### src/rtl/charge_pump_pkg.sv
// Shared types and default constants for the charge-pump phase controller.
package charge_pump_pkg;

   // Controller operating states
   typedef enum logic [1:0] {
      ST_IDLE      = 2'd0,
      ST_SOFTSTART = 2'd1,
      ST_RUN       = 2'd2,
      ST_SKIP      = 2'd3
   } cp_state_t;

   // Default parameter values
   localparam int unsigned CP_NUM_PHASES   = 4;
   localparam int unsigned CP_DIV_W        = 8;
   localparam int unsigned CP_DEAD         = 1;
   localparam int unsigned CP_SS_SHIFT_MAX = 2;
   localparam int unsigned CP_SS_TICKS     = 4;

   // Internal field widths sized for the legal parameter ranges
   localparam int unsigned CP_SHIFT_W = 3;   // shift 0..4
   localparam int unsigned CP_DEAD_W  = 4;   // dead time 1..15
   localparam int unsigned CP_LVL_W   = 8;   // ticks per level 1..255

endpackage

### src/rtl/cp_tick_gen.sv
// Phase-period counter: emits one tick every ((div_lat+1) << shift) cycles while running.
module cp_tick_gen
   import charge_pump_pkg::*;
#(
   parameter int unsigned DIV_W        = CP_DIV_W,
   parameter int unsigned SS_SHIFT_MAX = CP_SS_SHIFT_MAX
) (
   input  logic                  clk,
   input  logic                  rst,
   input  logic                  i_run,
   input  logic [DIV_W-1:0]      div_lat,
   input  logic [CP_SHIFT_W-1:0] shift,
   output logic                  tick
);

   localparam int unsigned CNT_W = DIV_W + SS_SHIFT_MAX;
   localparam int unsigned PER_W = CNT_W + 1;

   logic [CNT_W-1:0] r_cnt;
   logic [PER_W-1:0] w_period;
   logic [PER_W-1:0] w_last;

   // Period is one bit wider than the counter so div_lat+1 never wraps
   assign w_period = (PER_W'(div_lat) + PER_W'(1)) << shift;
   assign w_last   = w_period - PER_W'(1);
   assign tick     = i_run && (PER_W'(r_cnt) == w_last);

   // Counter holds at zero when stopped and restarts after every tick
   always_ff @(posedge clk or posedge rst) begin
      if (rst) begin
         r_cnt <= '0;
      end else if (!i_run || tick) begin
         r_cnt <= '0;
      end else begin
         r_cnt <= r_cnt + CNT_W'(1);
      end
   end

endmodule

### src/rtl/charge_pump_phase_ctrl.sv
// Charge-pump phase sequencer with soft-start ramp and comparator-driven pulse skipping.
module charge_pump_phase_ctrl
   import charge_pump_pkg::*;
#(
   parameter int unsigned NUM_PHASES   = CP_NUM_PHASES,
   parameter int unsigned DIV_W        = CP_DIV_W,
   parameter int unsigned DEAD         = CP_DEAD,
   parameter int unsigned SS_SHIFT_MAX = CP_SS_SHIFT_MAX,
   parameter int unsigned SS_TICKS     = CP_SS_TICKS
) (
   input  logic                  clk,
   input  logic                  rst,
   input  logic                  en,
   input  logic [DIV_W-1:0]      div_cfg,
   input  logic                  cmp_high,
   output logic [NUM_PHASES-1:0] phase,
   output logic                  busy,
   output logic                  in_softstart,
   output logic                  skipping
);

   localparam int unsigned IDX_W = $clog2(NUM_PHASES);

   cp_state_t                 r_state;
   cp_state_t                 w_nxt_state;
   logic [DIV_W-1:0]          r_div_lat;
   logic [DIV_W-1:0]          w_nxt_div;
   logic [CP_SHIFT_W-1:0]     r_shift;
   logic [CP_SHIFT_W-1:0]     w_nxt_shift;
   logic [CP_LVL_W-1:0]       r_lvl;
   logic [CP_LVL_W-1:0]       w_nxt_lvl;
   logic [IDX_W-1:0]          r_idx;
   logic [IDX_W-1:0]          w_nxt_idx;
   logic [IDX_W-1:0]          w_idx_inc;
   logic [CP_DEAD_W-1:0]      r_dead;
   logic [CP_DEAD_W-1:0]      w_nxt_dead;
   logic [NUM_PHASES-1:0]     r_phase;
   logic [NUM_PHASES-1:0]     w_nxt_phase;
   logic                      r_busy;
   logic                      r_in_ss;
   logic                      r_skipping;
   logic                      r_sync1;
   logic                      r_sync2;
   logic                      w_run;
   logic                      w_tick;

   assign phase        = r_phase;
   assign busy         = r_busy;
   assign in_softstart = r_in_ss;
   assign skipping     = r_skipping;

   // Period counter only runs while active; dropping en clears it on the same edge
   assign w_run = (r_state != ST_IDLE) && en;

   cp_tick_gen #(
      .DIV_W        (DIV_W),
      .SS_SHIFT_MAX (SS_SHIFT_MAX)
   ) u_tick_gen (
      .clk     (clk),
      .rst     (rst),
      .i_run   (w_run),
      .div_lat (r_div_lat),
      .shift   (r_shift),
      .tick    (w_tick)
   );

   // Two-flop synchronizer for the asynchronous comparator
   always_ff @(posedge clk or posedge rst) begin
      if (rst) begin
         r_sync1 <= 1'b0;
         r_sync2 <= 1'b0;
      end else begin
         r_sync1 <= cmp_high;
         r_sync2 <= r_sync1;
      end
   end

   assign w_idx_inc = (r_idx == IDX_W'(NUM_PHASES - 1)) ? '0 : r_idx + IDX_W'(1);

   // Next-state and next-output logic
   always_comb begin
      w_nxt_state = r_state;
      w_nxt_div   = r_div_lat;
      w_nxt_shift = r_shift;
      w_nxt_lvl   = r_lvl;
      w_nxt_idx   = r_idx;
      w_nxt_dead  = (r_dead != '0) ? r_dead - CP_DEAD_W'(1) : '0;
      w_nxt_phase = '0;

      if (!en) begin
         w_nxt_state = ST_IDLE;
         w_nxt_shift = '0;
         w_nxt_lvl   = '0;
         w_nxt_idx   = '0;
         w_nxt_dead  = '0;
      end else begin
         unique case (r_state)
            ST_IDLE: begin
               w_nxt_state = ST_SOFTSTART;
               w_nxt_div   = div_cfg;
               w_nxt_shift = CP_SHIFT_W'(SS_SHIFT_MAX);
               w_nxt_lvl   = '0;
               w_nxt_idx   = '0;
               w_nxt_dead  = CP_DEAD_W'(DEAD);
            end
            ST_SOFTSTART: begin
               if (w_tick) begin
                  w_nxt_idx  = w_idx_inc;
                  w_nxt_dead = CP_DEAD_W'(DEAD);
                  if (r_shift == '0) begin
                     w_nxt_state = ST_RUN;
                  end else if (r_lvl == CP_LVL_W'(SS_TICKS - 1)) begin
                     w_nxt_lvl   = '0;
                     w_nxt_shift = r_shift - CP_SHIFT_W'(1);
                     if (r_shift == CP_SHIFT_W'(1)) begin
                        w_nxt_state = ST_RUN;
                     end
                  end else begin
                     w_nxt_lvl = r_lvl + CP_LVL_W'(1);
                  end
               end
            end
            ST_RUN: begin
               if (w_tick) begin
                  if (r_sync2) begin
                     w_nxt_state = ST_SKIP;
                  end else begin
                     w_nxt_idx  = w_idx_inc;
                     w_nxt_dead = CP_DEAD_W'(DEAD);
                  end
               end
            end
            ST_SKIP: begin
               if (w_tick && !r_sync2) begin
                  w_nxt_state = ST_RUN;
                  w_nxt_idx   = w_idx_inc;
                  w_nxt_dead  = CP_DEAD_W'(DEAD);
               end
            end
            default: begin
               w_nxt_state = ST_IDLE;
            end
         endcase
      end

      // One-hot drive only in driving states once the dead time has expired
      if (((w_nxt_state == ST_SOFTSTART) || (w_nxt_state == ST_RUN)) && (w_nxt_dead == '0)) begin
         w_nxt_phase = NUM_PHASES'(1) << w_nxt_idx;
      end
   end

   // State, datapath and registered outputs
   always_ff @(posedge clk or posedge rst) begin
      if (rst) begin
         r_state    <= ST_IDLE;
         r_div_lat  <= '0;
         r_shift    <= '0;
         r_lvl      <= '0;
         r_idx      <= '0;
         r_dead     <= '0;
         r_phase    <= '0;
         r_busy     <= 1'b0;
         r_in_ss    <= 1'b0;
         r_skipping <= 1'b0;
      end else begin
         r_state    <= w_nxt_state;
         r_div_lat  <= w_nxt_div;
         r_shift    <= w_nxt_shift;
         r_lvl      <= w_nxt_lvl;
         r_idx      <= w_nxt_idx;
         r_dead     <= w_nxt_dead;
         r_phase    <= w_nxt_phase;
         r_busy     <= (w_nxt_state != ST_IDLE);
         r_in_ss    <= (w_nxt_state == ST_SOFTSTART);
         r_skipping <= (w_nxt_state == ST_SKIP);
      end
   end

endmodule

### config.mk
export PLATFORM = sky130hd
export DESIGN_NAME = charge_pump_phase_ctrl
export DESIGN_NICKNAME = d
export VERILOG_FILES = /design/src/rtl/charge_pump_pkg.sv /design/src/rtl/cp_tick_gen.sv /design/src/rtl/charge_pump_phase_ctrl.sv
export SDC_FILE = /design/constraint.sdc
export NUM_CORES = 1
export LEC_CHECK = 0
export ABC_CLOCK_PERIOD_IN_PS = 6200
export CORE_MARGIN = 2
export CORE_UTILIZATION = 60
export CTS_CLUSTER_DIAMETER = 100
export DETAILED_ROUTE_END_ITERATION = 10
export PLACE_DENSITY = 0.77
export RECOVER_POWER = 100
export SYNTH_ARGS = -nofsm -noshare
export SYNTH_HDL_FRONTEND = slang
export SYNTH_SLANG_ARGS = --single-unit
### constraint.sdc
create_clock -name clk -period 6.2 [get_ports clk]
set_clock_uncertainty 0.05 [all_clocks]
set_input_delay 1.24 -clock clk [delete_from_list [all_inputs] [get_ports clk]]
set_output_delay 1.24 -clock clk [all_outputs]
set_load 0.02 [all_outputs]
==> results_dict.tcl <==
set metrics [dict create \
    outcome "finished with violations" \
    violations "max-capacitance violations, max-slew violations" \
    cpMostUsedCell "ha_1" \
    hp-class "register to register" \
    drtPass1Iterations 4 \
    path_delay_family "simple AND/OR/NAND/NOR gates" \
    timing.setup.tns_ns 0 \
    detailed_place.area_sq_um 3508 \
    leakagePower_uw 0.001546 \
    track_usage_pct 24.84 \
    post_cts_resized 0 \
    hold_violations 0 \
    synth.avg_cell_area_sq_um 9.070 \
    slew_headroom_pct -17.88 \
    viasPerCell 6.022 \
    clock_path_buffers 2 \
    syn_area_sq_um 3311 \
    layout_common_cells "dfrtp_1 (46), nor2_1 (43), nand2_1 (24)" \
    use_met1_pct 34.90 \
    final_common_cell "dfrtp_1" \
    async_reset_ff_share_pct 100.0 \
    cts-htree-levels 2 \
    fp.dieW_um 78.28 \
    gp_congestion 0.9354 \
    grt_max_degree 47 \
    critPathLaunchType "register" \
    period_share_pct 84.48 \
    synthFlopType "dfrtp_1" \
    cp_max_fo 9 \
    fp.dieH_um 78.28 \
    path_cells "ha_1, xnor2_2, mux2i_1, a221oi_1, a21oi_1, nor3b_1, nand4_1, xnor2_1, nor4b_4, and2_4, and4bb_1, o21ai_0, ha_1, and3b_1, a31oi_1, a2111oi_0" \
    cts_hold_buf 0 \
    antenna_found_initial 0 \
    fin_util_pct 65.72 \
    clk_latency_ns 0.30 \
    pin_count 19 \
    cp_slowest_cell "nor3b_1" \
    synth_cells 365 \
    cap_violations 1 \
    drc_errors 0 \
    grt_pass1_vias 2542 \
    path_class "register to register" \
    post_cts_buffers 0 \
    place_inst 440 \
    grt_use_met3_pct 4.368 \
    grtUsageMet2_pct 40.60 \
    arrival_ns 5.36 \
    fin_cells 448 \
    finalWirelength_um 7080 \
    num_vias 2698 \
    rsz0062_at_grt "no" \
    drive_gt1_share_pct 7.713 \
    start_util_pct 61.25 \
    irDropWorstVdd_uv 175.7 \
    busiest_layer "met2" \
    wl_per_cell_um 15.80 \
    tritoncts "yes" \
    yosys_warnings 0 \
    root_buffer "clkbuf_8" \
    synth_cell_type_count 73 \
    worstPathRequired_ns 6.33 \
    nets 400 \
    ys_top_cells_by_area "dfrtp_1 (35%), ha_1 (4.9%), nor2_1 (4.9%), xnor2_1 (4.0%), mux2_2 (2.7%)" \
    slowest_delay_ns 0.59 \
    fp.coreArea_sq_um 5405 \
    num_rows 27 \
    yosys_register_bits 46 \
    design_area_sq_um 3552 \
    fp.dieArea_sq_um 6128 \
    setup_viol 0 \
    ant_nets 0 \
    crit_buf_inv 0 \
    yosysTopAreaCell "dfrtp_1" \
    overflow 0 \
    yosysSeqAreaShare_pct 34.77 \
    clock-sinks 46 \
    netlist.area_leader.share_pct 34.77 \
    period_minus_slack_ns 5.238 \
    grt_pass1_wl_um 12210 \
    drt_iter0_markers 256 \
    final_max_slew_viol_count 47 \
    power_per_cell_area_nw_per_um2 235.0 \
    antenna_cells 0 \
    portBuffers 18 \
    synth_edf_count 0 \
    area_growth_pct 7.294 \
    critPathCaptureType "register" \
    dp_hpwl_um 5247 \
    numCtsBuffers 5 \
    cts.reportedPaths.clkPinSlew_ns 0.09 \
    synth_nets 390 \
    worst_slew_pin_slew_ns 1.766 \
    fmax_mhz 190.9 \
]
flip-flops by register name, summed over array words and instances, names as in the netlist, 2 cells and up:
signal            flops
r_div_lat             8
u_tick_gen.r_cnt     10
r_shift               3
phase                 4
r_dead                4
r_state               2
r_lvl                 8
r_idx                 2
area by class of cell:
class,instances,area [sq um]
tap,72,90.09
clock inverter,2,13.76
multi-input combinational,286,1977
sequential,46,1151
fill,459,1853
timing repair buffer,18,180.2
clock buffer,6,72.57
inverter,18,67.56
routing by layer:
| layer | up-vias | share of wire (%) |
|---|---|---|
| li1 | 1341 | - |
| met1 | 1295 | 48 |
| met2 | 58 | 48 |
| met3 | 4 | 3.3 |
| met4 | 0 | 0.54 |
| met5 | - | 0 |
power by group:
part	switching [uW]	leakage (uW)	internal, uW
logic	170	0.000897	131
registers	37.4	0.000604	316
clock network	101	0.0000452	79.7
total	308	0.00155	526
through the flow:
step           worst slack [ns]  total power [uW]  hold slack [ns]
6_report                 0.9625             834.8           0.3064
4_1_cts                   1.246             849.9           0.3083
3_3_place_gp              1.395             658.0           0.2877
2_1_floorplan             1.697             603.8           0.2812
3_5_place_dp              1.279             664.0           0.2864
5_1_grt                  0.4689             888.7           0.3139
path summary, 6_finish.rpt:
path,end,startpoint,cells past startpoint,slack (ns)
min reg2reg,r_sync2,r_sync1,0,0.31
min in group asynchronous,r_state[0],rst,2,1.89
max reg2reg,phase[2],r_div_lat[0],16,0.96
max in group asynchronous,r_lvl[7],rst,2,3.19
max,phase[2],r_div_lat[0],16,0.96
min,r_sync2,r_sync1,0,0.31
synth_stat cells (all sizes together) (8+ instances only):
| library cell | number |
|---|---|
| nor2 | 43 |
| mux2 | 9 |
| nand3 | 18 |
| o21ai | 20 |
| dfrtp | 46 |
| a31oi | 8 |
| nor3 | 14 |
| inv | 18 |
| nand2b | 11 |
| nand2 | 24 |
| a21oi | 11 |
| xor2 | 9 |
| buf | 9 |
| and3 | 8 |
| ha | 13 |
| xnor2 | 16 |
cell families after synthesis:
logic type      synth area share [%]
buf+inv                        4.232
mux                            5.102
simple gates                   22.94
xor+xnor                       7.559
fa+ha+maj                      4.913
compound gates                 20.48
flops                          34.77
No activity file was read; power rests on OpenSTA's default activity.
